===== src/rtl/serial_echo_tx_pkg.sv =====
// serial_echo_tx_pkg: shared ASCII/frame constants, tx state encoding and digit mapping
package serial_echo_tx_pkg;
  localparam logic [7:0] ASCII_ZERO = 8'h30;
  localparam logic [7:0] ASCII_BAD = 8'h3F;
  localparam logic [7:0] ASCII_CR = 8'h0D;
  localparam logic [7:0] ASCII_LF = 8'h0A;
  localparam int FRAME_BITS = 10;
  localparam int DIGIT_W = 4;
  typedef enum logic [1:0] {IDLE, START, DATA, STOP} tx_state_t;
  function automatic logic [7:0] digit_ascii(input logic [DIGIT_W-1:0] d);
    return d <= 4'd9 ? ASCII_ZERO + {4'b0, d} : ASCII_BAD;
  endfunction
endpackage


===== src/rtl/serial_echo_tx_uart_tx_byte.sv =====
// uart_tx_byte: 8N1 framer that chains the next character straight out of the stop bit
module uart_tx_byte
  import serial_echo_tx_pkg::*;
#(
  parameter int OVERSAMPLE = 16
) (
  input  logic       IN_clk,
  input  logic       IN_rst,
  input  logic       start,
  input  logic [7:0] data,
  output logic       ser,
  output logic       ready,
  output logic       busy
);
  localparam int CW = $clog2(OVERSAMPLE);
  tx_state_t state, state_d;
  logic [CW-1:0] cnt;
  logic [2:0] idx, idx_d;
  logic [7:0] shreg;
  logic last, ser_d;
  assign last = cnt == CW'(OVERSAMPLE - 1);
  always_ff @(posedge IN_clk) begin
    if (IN_rst) begin
      state <= IDLE;
      cnt <= '0;
      idx <= '0;
      shreg <= '0;
      ser <= 1'b1;
    end else begin
      state <= state_d;
      cnt <= (state == IDLE || last) ? '0 : cnt + 1'b1;
      idx <= idx_d;
      shreg <= (start && ready) ? data : shreg;
      ser <= ser_d;
    end
  end
  always_comb begin
    state_d = state;
    case (state)
      IDLE: state_d = start ? START : IDLE;
      START: state_d = last ? DATA : START;
      DATA: state_d = (last && idx == 3'd7) ? STOP : DATA;
      STOP: state_d = !last ? STOP : start ? START : IDLE;
      default: state_d = IDLE;
    endcase
    idx_d = (state == DATA && last) ? idx + 3'd1 : idx;
  end
  always_comb begin
    ready = state == IDLE || (state == STOP && last);
    busy = state != IDLE;
    ser_d = state_d == START ? 1'b0 : state_d == DATA ? shreg[idx_d] : 1'b1;
  end
endmodule


===== src/rtl/serial_echo_tx.sv =====
// serial_echo_tx: latch received digits and echo them as ASCII (plus optional CR/LF) over 8N1
module serial_echo_tx
  import serial_echo_tx_pkg::*;
#(
  parameter int OVERSAMPLE = 16,
  parameter int MAX_DIGITS = 16,
  parameter bit APPEND_CRLF = 1'b1
) (
  input  logic                          IN_clk,
  input  logic                          IN_rst,
  input  logic [MAX_DIGITS*DIGIT_W-1:0] IN_data,
  input  logic [4:0]                    IN_number,
  input  logic                          IN_shake_hand,
  output logic                          OUT_ser,
  output logic                          OUT_busy,
  output logic                          OUT_done,
  output logic                          OUT_dropped
);
  localparam int DW = MAX_DIGITS * DIGIT_W;
  localparam int CW = $clog2(MAX_DIGITS + 3);
  logic shake_q, rise, load, start, dphase, tx_ready, tx_busy, done_d;
  logic [CW-1:0] n_in, cnt_in, left_q, dl_q, cur_left, cur_dl;
  logic [DW-1:0] sh_in, sh_q, cur_sh;
  logic [7:0] tx_byte;
  always_comb begin
    rise = IN_shake_hand && !shake_q;
    load = rise && !tx_busy;
    n_in = int'(IN_number) > MAX_DIGITS ? CW'(MAX_DIGITS) : CW'(IN_number);
    cnt_in = n_in + (APPEND_CRLF ? CW'(2) : CW'(0));
    sh_in = IN_data << (DIGIT_W * (MAX_DIGITS - int'(n_in)));
    cur_sh = load ? sh_in : sh_q;
    cur_left = load ? cnt_in : left_q;
    cur_dl = load ? n_in : dl_q;
    dphase = cur_dl != '0;
    tx_byte = dphase ? digit_ascii(cur_sh[DW-1 -: DIGIT_W]) : cur_left == CW'(2) ? ASCII_CR : ASCII_LF;
    start = tx_ready && cur_left != '0;
    done_d = (load && cnt_in == '0) || (tx_ready && tx_busy && left_q == '0);
  end
  always_ff @(posedge IN_clk) begin
    if (IN_rst) begin
      shake_q <= 1'b0;
      sh_q <= '0;
      left_q <= '0;
      dl_q <= '0;
      OUT_done <= 1'b0;
      OUT_dropped <= 1'b0;
    end else begin
      shake_q <= IN_shake_hand;
      OUT_done <= done_d;
      OUT_dropped <= rise && tx_busy;
      if (start) begin
        left_q <= cur_left - 1'b1;
        dl_q <= dphase ? cur_dl - 1'b1 : cur_dl;
        sh_q <= dphase ? cur_sh << DIGIT_W : cur_sh;
      end
    end
  end
  uart_tx_byte #(.OVERSAMPLE(OVERSAMPLE)) u_tx (
    .IN_clk(IN_clk),
    .IN_rst(IN_rst),
    .start(start),
    .data(tx_byte),
    .ser(OUT_ser),
    .ready(tx_ready),
    .busy(tx_busy)
  );
  assign OUT_busy = tx_busy;
endmodule


===== config.mk =====
export PLATFORM = sky130hd
export DESIGN_NAME = serial_echo_tx
export DESIGN_NICKNAME = d
export VERILOG_FILES = /design/src/rtl/serial_echo_tx_pkg.sv /design/src/rtl/serial_echo_tx_uart_tx_byte.sv /design/src/rtl/serial_echo_tx.sv
export SDC_FILE = /design/constraint.sdc
export NUM_CORES = 1
export LEC_CHECK = 0
export CORE_ASPECT_RATIO = 0.8
export CORE_MARGIN = 2
export CORE_UTILIZATION = 60
export CTS_CLUSTER_SIZE = 28
export DETAILED_ROUTE_END_ITERATION = 7
export GPL_TIMING_DRIVEN = 0
export HOLD_SLACK_MARGIN = 0.08
export PLACE_DENSITY = 0.93
export SLEW_MARGIN = 20
export SYNTH_ARGS = -nofsm -noshare
export SYNTH_HDL_FRONTEND = slang
export SYNTH_SLANG_ARGS = --single-unit

===== constraint.sdc =====
create_clock -name IN_clk -period 7.09 [get_ports IN_clk]
set_clock_uncertainty 0.2 [all_clocks]
set_input_delay 1.418 -clock IN_clk [delete_from_list [all_inputs] [get_ports IN_clk]]
set_output_delay 1.418 -clock IN_clk [all_outputs]
set_load 0.005 [all_outputs]

# Word level (Yosys, flattened, before mapping)
# Cells that the tools add are included.
# W data, S select, Z words.
[word_totals] register_bits=95 latch_bits=0 mem_bits_rw=0 mem_bits_ro=0 in_bits=72 out_inout_bits=4 word_cells=72 n_memories=0
[op_classes] n_addsub=7 mul=0 div_mod_pow=0 magnitude_cmp=3 eq_ne=8 n_shift=1 mux=19 bitwise_logic=0 reduce_logical=23
[op_table] operator="$mux W64" n=2
[op_table] operator="$shl A64 B32 Y64" n=1
[op_table] operator="$mux W5" n=4
[op_table] operator="$mux W7" n=2
[op_table] operator="$logic_and A1 B1 Y1" n=11
[op_table] operator="$logic_not A5 Y1" n=2
[op_table] operator="$reduce_bool A5 Y1" n=2
[op_table] operator="$sub A5 B1 Y5 const B" n=2
[op_table] operator="$pmux W2 S4" n=1
[op_table] operator="$add A6 B4 Y7 const A" n=1
[op_table] operator="$eq A2 B2 Y1 const B" n=3
[op_table] operator="$mux W3" n=2
[op_table] operator="$sub A5 B5 Y6 const A" n=1
[op_table] operator="$add A5 B2 Y5 const B" n=1
[op_table] operator="$eq A5 B2 Y1 const B" n=1
[op_table] operator="$gt A5 B5 Y1 const B" n=1
[op_table] operator="$mux W1" n=5
[op_table] operator="$add A4 B1 Y4 const B" n=1
[op_table] operator="$eq A2 B1 Y1 const B" n=2
[op_table] operator="$eq A4 B4 Y1 const B" n=1
[op_table] operator="$le A4 B4 Y1 const B" n=1
[op_table] operator="$lt A3 B4 Y1 const B" n=1
[op_table] operator="$mux W2" n=2
[op_table] operator="$add A3 B1 Y3 const B" n=1
[op_table] operator="other kinds (7)" n=10

# Longest topological paths before layout
[logic_depth] depth_word=12 ltp_mapped=16 mapped_depth_nobuf=11

# Modules after synthesis
# A second synthesis with hierarchy kept.
[unflattened] hier_cells=971 area_unflattened_um2=7815.0
[modules_own_cells] mod="serial_echo_tx" instances=1 cells_per_inst=874 area_per_inst_um2=6874.1 seq_area_each_um2=1541.5
[modules_own_cells] mod="uart_tx_byte" instances=1 cells_per_inst=97 area_per_inst_um2=940.9 seq_area_each_um2=360.3

# Worst setup path before layout
# No wires, ideal clock.
[synth_timing] path_kind="input to register" startpoint="in IN_number[0]" endpoint="reg sh_q[63]" setup_ns=0.128 arrival_time_ns=4.463 t_required_ns=6.762 setup_slack_ns=2.298 path_stages=14 n_path_buf=6 cell_sequence="buf_2 -> nor2b_1 -> buf_2 -> inv_2 -> clkbuf_1 -> ha_1 -> buf_2 -> buf_1 -> clkbuf_1 -> mux4_2 -> a222oi_1 -> o21ai_1 -> a32oi_1 -> o21ai_0"
[synth_between] elab_chain_cells=6 elab_cells_between_ends=12 cone_classes="add/sub (2); order compare (1); shift (1); mux (5); reduce/logical (3)"
[synth_rtl] element="start, declared" line_no="serial_echo_tx.sv:12" rtl="input logic [4:0] IN_number,"
[synth_rtl] element="$gt A5 B5 Y1" line_no="serial_echo_tx.sv:28" rtl="n_in = int'(IN_number) > MAX_DIGITS ? CW'(MAX_DIGITS) : CW'(IN_number);"
[synth_rtl] element="$mux W5 *" line_no="serial_echo_tx.sv:28"
[synth_rtl] element="$sub A5 B5 Y6 / $add A5 B2 Y5 (equally long branches)" line_no="serial_echo_tx.sv:30, serial_echo_tx.sv:29"
[synth_rtl] element="$shl A64 B32 Y64 / $mux W5 (equally long branches)" line_no="serial_echo_tx.sv:30, serial_echo_tx.sv:32"
[synth_rtl] element="$mux W64 / $reduce_bool A5 Y1 (equally long branches)" line_no="serial_echo_tx.sv:31, serial_echo_tx.sv:36"
[synth_rtl] element="$mux W64 / $logic_and A1 B1 Y1 (equally long branches)" line_no="serial_echo_tx.sv:54, serial_echo_tx.sv:36"
[synth_rtl] element="end signal, assigned" line_no="serial_echo_tx.sv:54" rtl="sh_q <= dphase ? cur_sh << DIGIT_W : cur_sh;"
[synth_rtl] element="end, declared" line_no="serial_echo_tx.sv:23" rtl="logic [DW-1:0] sh_in, sh_q, cur_sh;"
# Mark *: on every way between the ends. The rest lies on a longest branch, timed or not.
# A chain may end at the register's enable or synchronous reset.

# Worst setup path in the final report
[layout_timing] startpoint="in IN_number[4]" endpoint="reg sh_q[63]"
# Same word-level chain as after synthesis.

==> metrics <==
run status finished, final reports clean; critical path class in2reg; hold crit path type reg2reg; Max Buffers Root-to-Sink 2; crit path time final about 6.3 ns; vias per inst 7.785; H-tree depth 3; via count 9,654; number of core rows 37; Setup Fix Bufs, Post-CTS 0; final worst-path cycle share 88.98%; CTS root buf clkbuf_16; Post-CTS Resized 0; CTS sink count 92; Starting Density between 60 and 70%; WL/cell 27.90 um; Worst Max-Slew Pin Slew 1.244 ns; top_reg_cell synth dfxtp_1; die area 0.01426 mm2; Pwr Density 333.4 mW/mm2; Max Freq roughly 160 MHz; share of cells above drive strength 1 11.55%; GRT Max-Usage Layer met2; final hold viol count 0; number of I/O pins 76; routability cong. 1.056; Post-Route WL roughly 35 mm; commonest cells in the synthesized netlist 119 x nand2_1, 92 x dfxtp_1, 74 x nor2_1; TNS Setup 0 ns; DPL Wire Length between 20 and 30 mm; CP startpoint kind primary input; Final #Nets 1,143; number of synthesized flops with an enable pin 0; Post-DRT Antenna Nets 0; grt total ovfl 0; Clock transition at path regs about 0.060 ns; Max transition margin 17.09%; Seq/Total Area, Yosys between 20% and 30%; initial antenna violation count 0; cell taking the most area after synthesis dfxtp_1; hold buffers post-CTS 0; first-pass GRT wire length 51.43 mm; worst path arrival time 6.32 ns; vias in the first global route 8,819; worst reg2reg path depth 12; CP max FO 11; die height 107.2 um; CTS Buf Count 9; syn nets 1,059; GRT Overall Usage 48.08%; largest net degree at the start of global routing 15; CORE AREA approximately 0.013 mm2; Synth cell types 85; Syn Inst Count 976; Synth area leaders dfxtp_1 23%, mux4_2 11%, nand2_1 5.6%; Syn Std Cell Area 0.007991 mm2; Final Max Slew Viols 0; Worst Path Required 7.10 ns; max_cap viols 0; Syn Area/Cell roughly 8.2 um2; Leakage 3.241 nW; Die W 133.0 um; met3 usage 20.90%; most common cell in the netlist nand2_1; M2 GR Usage 68.73%; clk_lat worst skew 0.36 ns; Seq cells post-synth 92; Yosys top cell area share 23.05%; CP Capture Type register; I/O Buffers 73; VDD IR max 0.0003549 V; met1 usage 60.45%; Iter 0 DRT Violations 1,917; RSZ-0062 raised after global routing false; Pre-antenna DRT Iters 6; yosys warns 0; DRC 0; hold depth 2; Power Total 3.093 mW; ANT cells 0; Final setup viols 0; Syn-to-layout area delta 16.10%; asr flop ratio synth 0%; CTS tree done
==> state kept, by name, indices dropped and copies added (netlist names) <==
register,count
shake_q,1
u_tx.shreg,5
dl_q,5
sh_q,64
u_tx.state,2
u_tx.cnt,4
OUT_dropped,1
u_tx.ser,1
left_q,5
OUT_done,1
u_tx.idx,3
==> routing by layer <==
layer	vias up	part of all wire, %
li1	3956	-
met1	4471	35
met2	961	39
met3	266	18
met4	0	7.5
met5	-	0
==> cell type report <==
type                            count  area [um2]
Fill cell                        1057        3638
Clock inverter                      4       72.57
Timing Repair Buffer               73       730.7
Multi-Input combinational cell    783        5736
Buffer                             90       387.9
Clock buffer                       12       246.5
Inverter                           11       43.79
Sequential cell                    92        1842
Tap cell                          175       219.0
==> cell families (layout without fill, tap and decap cells) <==
family                   count (synthesis)  in the layout  synth area share, %
flip-flops                              92             92                23.05
AND/OR/NAND/NOR                        309            309                18.10
multiplexers                            98             98                18.47
XOR/XNOR                                10             10                1.425
AO/OA/AOI/OAI                          355            355                31.83
buffers and inverters                  101            190                5.402
adder cells (fa/ha/maj)                 11             11                1.722
==> through the flow <==
stage          instances  utilization [%]  area [um2]  hold WS [ns]  setup WS (ns)
3_5_place_dp        1224            69.36        8959        0.2434         0.7767
5_1_grt             1240            71.83        9278        0.2741         0.7562
3_3_place_gp        1224            69.22        8941        0.2349         0.7758
2_1_floorplan        976                -        7991        0.2178          2.298
6_report            1240            71.83        9278        0.2555         0.7811
4_1_cts             1240            71.83        9278        0.2521          1.093
==> critical path, cell delays in order <==
cell             delay [ns]
clkdlybuf4s50_1        0.45
nor2b_1                0.12
buf_2                  0.37
inv_2                  0.19
clkbuf_1               0.43
ha_1                   0.44
buf_2                  0.35
buf_1                  0.64
clkbuf_1               0.68
mux4_2                 0.46
a222oi_1               0.31
o21ai_1                0.14
a32oi_1                0.18
o21ai_0                0.10
==> cells in the final DEF, fill, tap and decap left out, types with 7 or more instances in the layout <==
master,Yosys,routed
a211oi_1,11,11
a21oi_1,70,70
a221o_1,9,9
a221oi_1,9,9
a22o_1,12,12
a22oi_1,37,37
a31oi_1,13,13
and2_1,11,11
and3_1,11,11
buf_1,13,13
buf_2,25,25
clkbuf_1,48,50
clkbuf_16,0,9
clkdlybuf4s50_1,0,73
dfxtp_1,92,92
ha_1,11,11
mux2_2,14,14
mux2i_1,44,44
mux4_2,38,38
nand2_1,119,119
nand2b_1,7,7
nand3_1,43,43
nor2_1,74,74
nor3_1,15,14
o211ai_1,26,26
o21ai_0,37,37
o21ai_1,26,26
o2bb2ai_1,25,25
o31ai_1,13,13
==> power by group <==
group	internal, mW	switching [mW]
Sequential	0.677	0.100
Clock	0.318	0.206
Combinational	0.578	1.21
Total	1.57	1.52
==> path summary, 6_finish.rpt <==
kind / from / end / slack, ns
worst max register to register: u_tx.state[1] / sh_q[56] / 2.63
worst max-delay path: IN_number[4] / sh_q[63] / 0.78
worst min register to register: sh_q[20] / sh_q[20] / 0.26
worst min-delay path: sh_q[20] / sh_q[20] / 0.26
No activity file was read; power rests on OpenSTA's default activity.
